File: src/rtl/mem_fill_verify_ctrl.sv
// Fill / verify sequencer and user-port arbiter for one simple dual-port BRAM.
// Sweeps every address writing a seeded pattern, reading it back and counting
// mismatches; while idle the user port gets direct access to the memory.
`timescale 1ns/1ps
module mem_fill_verify_ctrl #(
    parameter int WID_MEM   = 4,
    parameter int DEPTH_MEM = 4096,
    parameter int ERR_W     = 16
) (
    input  logic               clk,
    input  logic               reset_n,
    input  logic               start,
    input  logic [1:0]         mode,
    input  logic [WID_MEM-1:0] seed,
    input  logic               abort,
    output logic               busy,
    output logic               done,
    output logic               aborted,
    output logic [ERR_W-1:0]   err_cnt,
    output logic [31:0]        first_err_addr,
    input  logic               usr_we,
    input  logic [31:0]        usr_waddr,
    input  logic [WID_MEM-1:0] usr_wdata,
    input  logic               usr_re,
    input  logic [31:0]        usr_raddr,
    output logic               usr_gnt,
    output logic [WID_MEM-1:0] usr_rdata,
    output logic               usr_rvalid,
    output logic               mem_we,
    output logic [31:0]        mem_waddr,
    output logic [WID_MEM-1:0] mem_din,
    output logic [31:0]        mem_raddr,
    input  logic [WID_MEM-1:0] mem_dout
);

    localparam int AW = (DEPTH_MEM > 1) ? $clog2(DEPTH_MEM) : 1;
    localparam logic [AW-1:0] LAST_ADDR = AW'(DEPTH_MEM - 1);

    typedef enum logic [2:0] {
        S_IDLE   = 3'd0,
        S_FILL   = 3'd1,
        S_VERIFY = 3'd2,
        S_DRAIN  = 3'd3,
        S_DONE   = 3'd4
    } state_e;

    // Pattern for an address: low address bits (zero-extended) xor seed.
    function automatic logic [WID_MEM-1:0] pattern_f(input logic [AW-1:0] a,
                                                     input logic [WID_MEM-1:0] s);
        logic [AW+WID_MEM-1:0] ext_v;
        ext_v = {{WID_MEM{1'b0}}, a};
        return ext_v[WID_MEM-1:0] ^ s;
    endfunction

    // Sweep address widened to the 32-bit memory address bus.
    function automatic logic [31:0] addr32_f(input logic [AW-1:0] a);
        return {{(32 - AW){1'b0}}, a};
    endfunction

    state_e             state_q, state_d;
    logic [AW-1:0]      addr_q, addr_d;
    logic [WID_MEM-1:0] seed_q, seed_d;
    logic [1:0]         mode_q, mode_d;
    logic               cmp_valid_q, cmp_valid_d;
    logic [AW-1:0]      cmp_addr_q, cmp_addr_d;
    logic [ERR_W-1:0]   err_cnt_q, err_cnt_d;
    logic [31:0]        first_err_q, first_err_d;
    logic               aborted_q, aborted_d;
    logic               busy_q, busy_d;
    logic               done_q, done_d;
    logic               usr_rvalid_q, usr_rvalid_d;
    logic [31:0]        waddr_hold_q, waddr_hold_d;
    logic [31:0]        raddr_hold_q, raddr_hold_d;

    logic               usr_gnt_s;
    logic               compare_s;
    logic               mem_we_s;
    logic [31:0]        mem_waddr_s;
    logic [WID_MEM-1:0] mem_din_s;
    logic [31:0]        mem_raddr_s;

    // Next-state, memory port mux and compare logic.
    always_comb begin
        state_d      = state_q;
        addr_d       = addr_q;
        seed_d       = seed_q;
        mode_d       = mode_q;
        cmp_valid_d  = 1'b0;
        cmp_addr_d   = cmp_addr_q;
        err_cnt_d    = err_cnt_q;
        first_err_d  = first_err_q;
        aborted_d    = aborted_q;
        usr_rvalid_d = 1'b0;
        compare_s    = 1'b0;
        mem_we_s     = 1'b0;
        mem_waddr_s  = waddr_hold_q;
        mem_din_s    = {WID_MEM{1'b0}};
        mem_raddr_s  = raddr_hold_q;
        usr_gnt_s    = (state_q == S_IDLE) && reset_n;

        case (state_q)
            S_IDLE: begin
                if (usr_gnt_s && usr_we) begin
                    mem_we_s    = 1'b1;
                    mem_waddr_s = usr_waddr;
                    mem_din_s   = usr_wdata;
                end else begin
                    mem_we_s    = 1'b0;
                end
                if (usr_gnt_s && usr_re) begin
                    mem_raddr_s  = usr_raddr;
                    usr_rvalid_d = 1'b1;
                end else begin
                    usr_rvalid_d = 1'b0;
                end
                if (start && (mode != 2'b00)) begin
                    state_d     = (mode == 2'b10) ? S_VERIFY : S_FILL;
                    err_cnt_d   = {ERR_W{1'b0}};
                    first_err_d = 32'd0;
                    aborted_d   = 1'b0;
                    seed_d      = seed;
                    mode_d      = mode;
                    addr_d      = {AW{1'b0}};
                end else begin
                    state_d = S_IDLE;
                end
            end
            S_FILL: begin
                mem_we_s    = 1'b1;
                mem_waddr_s = addr32_f(addr_q);
                mem_din_s   = pattern_f(addr_q, seed_q);
                if (abort) begin
                    state_d   = S_DONE;
                    aborted_d = 1'b1;
                end else if (addr_q == LAST_ADDR) begin
                    addr_d  = {AW{1'b0}};
                    state_d = (mode_q == 2'b11) ? S_VERIFY : S_DONE;
                end else begin
                    addr_d = addr_q + AW'(1);
                end
            end
            S_VERIFY: begin
                mem_raddr_s = addr32_f(addr_q);
                if (abort) begin
                    // The read issued now and the one in flight are both dropped.
                    state_d   = S_DONE;
                    aborted_d = 1'b1;
                end else begin
                    compare_s   = cmp_valid_q;
                    cmp_valid_d = 1'b1;
                    cmp_addr_d  = addr_q;
                    if (addr_q == LAST_ADDR) begin
                        state_d = S_DRAIN;
                    end else begin
                        addr_d = addr_q + AW'(1);
                    end
                end
            end
            S_DRAIN: begin
                if (abort) begin
                    state_d   = S_DONE;
                    aborted_d = 1'b1;
                end else begin
                    compare_s = cmp_valid_q;
                    state_d   = S_DONE;
                end
            end
            S_DONE: begin
                state_d = S_IDLE;
            end
            default: begin
                state_d = S_IDLE;
            end
        endcase

        if (compare_s && (mem_dout != pattern_f(cmp_addr_q, seed_q))) begin
            if (err_cnt_q == {ERR_W{1'b0}}) begin
                first_err_d = addr32_f(cmp_addr_q);
            end else begin
                first_err_d = first_err_q;
            end
            if (err_cnt_q != {ERR_W{1'b1}}) begin
                err_cnt_d = err_cnt_q + ERR_W'(1);
            end else begin
                err_cnt_d = err_cnt_q;
            end
        end else begin
            compare_s = compare_s;
        end

        waddr_hold_d = mem_waddr_s;
        raddr_hold_d = mem_raddr_s;
        busy_d       = (state_d == S_FILL) || (state_d == S_VERIFY) || (state_d == S_DRAIN);
        done_d       = (state_d == S_DONE);
    end

    // State and datapath registers; async active-low reset clears everything.
    always_ff @(posedge clk or negedge reset_n) begin
        if (!reset_n) begin
            state_q      <= S_IDLE;
            addr_q       <= {AW{1'b0}};
            seed_q       <= {WID_MEM{1'b0}};
            mode_q       <= 2'b00;
            cmp_valid_q  <= 1'b0;
            cmp_addr_q   <= {AW{1'b0}};
            err_cnt_q    <= {ERR_W{1'b0}};
            first_err_q  <= 32'd0;
            aborted_q    <= 1'b0;
            busy_q       <= 1'b0;
            done_q       <= 1'b0;
            usr_rvalid_q <= 1'b0;
            waddr_hold_q <= 32'd0;
            raddr_hold_q <= 32'd0;
        end else begin
            state_q      <= state_d;
            addr_q       <= addr_d;
            seed_q       <= seed_d;
            mode_q       <= mode_d;
            cmp_valid_q  <= cmp_valid_d;
            cmp_addr_q   <= cmp_addr_d;
            err_cnt_q    <= err_cnt_d;
            first_err_q  <= first_err_d;
            aborted_q    <= aborted_d;
            busy_q       <= busy_d;
            done_q       <= done_d;
            usr_rvalid_q <= usr_rvalid_d;
            waddr_hold_q <= waddr_hold_d;
            raddr_hold_q <= raddr_hold_d;
        end
    end

    assign busy           = busy_q;
    assign done           = done_q;
    assign aborted        = aborted_q;
    assign err_cnt        = err_cnt_q;
    assign first_err_addr = first_err_q;
    assign usr_gnt        = usr_gnt_s;
    assign usr_rvalid     = usr_rvalid_q;
    assign usr_rdata      = usr_rvalid_q ? mem_dout : {WID_MEM{1'b0}};
    assign mem_we         = mem_we_s;
    assign mem_waddr      = mem_waddr_s;
    assign mem_din        = mem_din_s;
    assign mem_raddr      = mem_raddr_s;

endmodule

File: config.mk
export PLATFORM = sky130hd
export DESIGN_NAME = mem_fill_verify_ctrl
export DESIGN_NICKNAME = d
export VERILOG_FILES = /design/src/rtl/mem_fill_verify_ctrl.sv
export SDC_FILE = /design/constraint.sdc
export NUM_CORES = 1
export LEC_CHECK = 0
export BUFFER_PORTS_ARGS = -buffer_cell sky130_fd_sc_hd__buf_2
export CAP_MARGIN = 0
export CORE_MARGIN = 3
export CORE_UTILIZATION = 43
export CTS_CLUSTER_DIAMETER = 120
export DETAILED_ROUTE_END_ITERATION = 10
export GPL_TIMING_DRIVEN = 0
export PLACE_DENSITY = 0.72
export SLEW_MARGIN = 20
export SYNTH_ARGS = -nofsm -noshare
export SYNTH_HDL_FRONTEND = slang
export SYNTH_SLANG_ARGS = --single-unit
File: constraint.sdc
create_clock -name clk -period 3.7 [get_ports clk]
set_clock_uncertainty 0.1 [all_clocks]
set_input_delay 0.74 -clock clk [delete_from_list [all_inputs] [get_ports clk]]
set_output_delay 0.74 -clock clk [all_outputs]
set_load 0.1 [all_outputs]
==> impl_metrics.yaml <==
floorplan:
  dieArea_um2: 15580
  num_rows: 42
  core_area_um2: 13510
  io_pins: 210
  start_util: 0.4495
  chipHeight_um: 124.8
  die_x_um: 124.8
layout:
  stdcell_count: 1000
  drive_gt1_frac: 0.3993
  stdcell_area_um2: 8364
  final_util: 0.6193
  diodes: 0
  area_delta_synth_final_pct: 37.78
  nets: 898
timing:
  slew_viol_final: 0
  worst_pin_slew_ps: 649.1
  period_minus_slack_ps: 3566
  hold_viol_final: 0
  setup_viol: 0
  rsz0062_at_grt: "no"
  slew_headroom: 0.5647
  finalSetupTns_ps: 0
  timing.hold.ws_ps: 75.47
  fmax_ghz: 0.2804
  period_share: 0.9637
route:
  drtAntennaViolNets: 0
  wl_per_cell_um: 17.12
  routed_wl_um: 17120
  vias_per_cell: 5.307
  drt_iter0_markers: 259
  drc: 0
  route.vias.total: 5307
  drt_first_pass_iters: 4
setup_path:
  required_ps: 2860
  worstPathBufferInverterCount: 3
  max_stage_delay_ps: 660
  critPathKind: "reg -> out"
  cp_cell_sequence: "clkbuf_1 > buf_1 > a211oi_1 > nor2_1 > buf_2"
  crit_arrival_ps: 2730
  end_kind: "output port"
  cp-start-kind: "register"
  cpMaxStageDelayCell: "dfrtp_1"
  cp_top_family: "buffers and inverters"
  crit_path_max_fanout: 12
yosys:
  yosysMostFrequentCell: "dfrtp_1"
  yosysTopAreaCell: "dfrtp_1"
  synth_top_area_share: 0.5359
  ys_types: 57
  synth_warnings: 0
  synth_top_family_by_area: "compound AO/OA/AOI/OAI gates"
  synth-edff-count: 0
  synth_adder_area_share: 0.006183
  synth-xor-area-share: 0.02494
  synthSimpleGateAreaFrac: 0.1484
  ys_seq_area_frac: 0.5359
  synth_compound_area_frac: 0.1863
  synth_common_cells: "dfrtp_1, nand2_1, a22o_1"
  netlist_area_um2: 6071
  synth.avg_cell_area_um2: 10.40
  synthCells: 584
  synthMuxAreaShare: 0.02927
  synthTopCellsByArea: "dfrtp_1, a22o_1, nand2_1"
  yosys_register_bits: 130
  synthFlopType: "dfrtp_1"
  postSynth.asyncResetShare: 1.000
cts:
  h-tree-depth: 4
  clkTransAtPathRegs_ps: 60
  cts_hold_buf: 0
  cts_tree: "yes"
  cts.sinks: 130
  numCtsBuffers: 17
  clk_latency_ps: 410
  clockBufferDepth: 2
  clockRootBuffer: "clkbuf_16"
power:
  p_leak_nw: 4.196
  power_density_nw_per_um2: 1020
  vdd_drop_max_mv: 0.6485
placement:
  gp_congestion: 0.8818
  dp_cells: 968
  post-dp-hpwl_um: 12350
  io_buffer_count: 188
  place_area_um2: 7525
run_status:
  status: "complete, no violations"
flow_run:
  drv_cap: 0
global_routing:
  first_global_vias: 5454
  grt_pass1_wl_um: 27480
  grtUsageTotal: 0.2164
  grt_max_degree: 48
  antenna_found_initial: 0
  gr-total-overflow: 0
min_path:
  hold_class: "in -> async"
-- where the power goes --
part           internal, mW  switching, mW  leakage (nW)
logic                  1.03           3.71          2.20
registers              1.82          0.179          1.70
clock network          1.16          0.633         0.301
total                  4.01           4.52          4.20
-- metrics by stage --
step	worst slack (ps)	total power [mW]
global route	10.90	8.829
finish	134.3	8.533
detailed placement	-312.7	6.572
floorplan	-13.79	5.912
CTS	2.818	8.535
global placement	-1905	6.505
-- routing by layer --
layer  routed length, µm  track usage  vias up
met5                   0            0        -
met4                 318      0.07653        0
met3                1134      0.05189       25
met2                8211       0.3531      208
met1                7459       0.2831     2558
li1                    -            -     2516
-- placed cells by master (no fill, tap or decap), types with 6 or more instances in the layout --
| cell | netlist | layout |
|---|---|---|
| or3_1 | 8 | 8 |
| a211oi_1 | 15 | 15 |
| nand4_1 | 6 | 6 |
| conb_1 | 1 | 20 |
| o22ai_1 | 25 | 25 |
| buf_2 | 14 | 145 |
| nand2_1 | 67 | 66 |
| inv_1 | 22 | 22 |
| or4_1 | 7 | 7 |
| dfrtp_1 | 130 | 130 |
| clkbuf_4 | 0 | 9 |
| nand3_1 | 15 | 15 |
| a22o_2 | 0 | 19 |
| clkbuf_1 | 21 | 9 |
| a21oi_1 | 28 | 16 |
| a22o_1 | 40 | 21 |
| o21ai_0 | 27 | 27 |
| o31ai_1 | 7 | 7 |
| nor2b_1 | 14 | 14 |
| xor2_1 | 7 | 7 |
| mux2_2 | 14 | 14 |
| nor2_1 | 29 | 28 |
| clkbuf_2 | 0 | 10 |
| a21oi_4 | 0 | 12 |
| buf_4 | 21 | 68 |
| clkbuf_16 | 0 | 17 |
-- path summary, 6_finish.rpt --
check / from / endpoint / slack, ps / cells after the start
min in group clk: raddr_hold_q[28] / raddr_hold_q[28] / 390 / 1
max in group asynchronous: reset_n / waddr_hold_q[13] / 2770 / 2
hold reg to reg: raddr_hold_q[28] / raddr_hold_q[28] / 390 / 1
setup / recovery: state_q[0] / mem_waddr[2] / 130 / 5
hold / removal: reset_n / raddr_hold_q[25] / 80 / 1
setup reg to reg: state_q[1] / err_cnt[1] / 1190 / 7
-- flip-flops by register name, indices dropped and copies added (netlist names) --
| signal | count |
|---|---|
| raddr_hold_q | 32 |
| waddr_hold_q | 32 |
| err_cnt | 16 |
| addr_q | 12 |
| cmp_addr_q | 12 |
| first_err_addr | 12 |
| seed_q | 4 |
| state_q | 3 |
| mode_q | 2 |
| aborted | 1 |
| busy | 1 |
| cmp_valid_q | 1 |
| done | 1 |
| usr_rvalid | 1 |
-- cells by family after synthesis --
kind of cell,after synthesis
adder cells (fa/ha/maj),3
XOR/XNOR,11
buffers and inverters,83
other,1
AND/OR/NAND/NOR,176
flip-flops,130
multiplexers,16
AO/OA/AOI/OAI,164
-- final cells by class --
type                       count  area [µm²]
buffer                        58       347.8
clock buffer                  19       452.9
clock inverter                13       182.7
fill                        1141        5141
inverter                      24       90.09
multi-input combinational    390        2658
sequential                   130        3253
tap                          176       220.2
timing repair buffer         190        1160
-- what timing repair did --
item / CTS / global route
setup buffers: 0 / 0
setup endpoints to repair: 66 / 67
cloned: 1 / 0
resized for setup: 50 / 32
(Power assumes the default switching activity.)
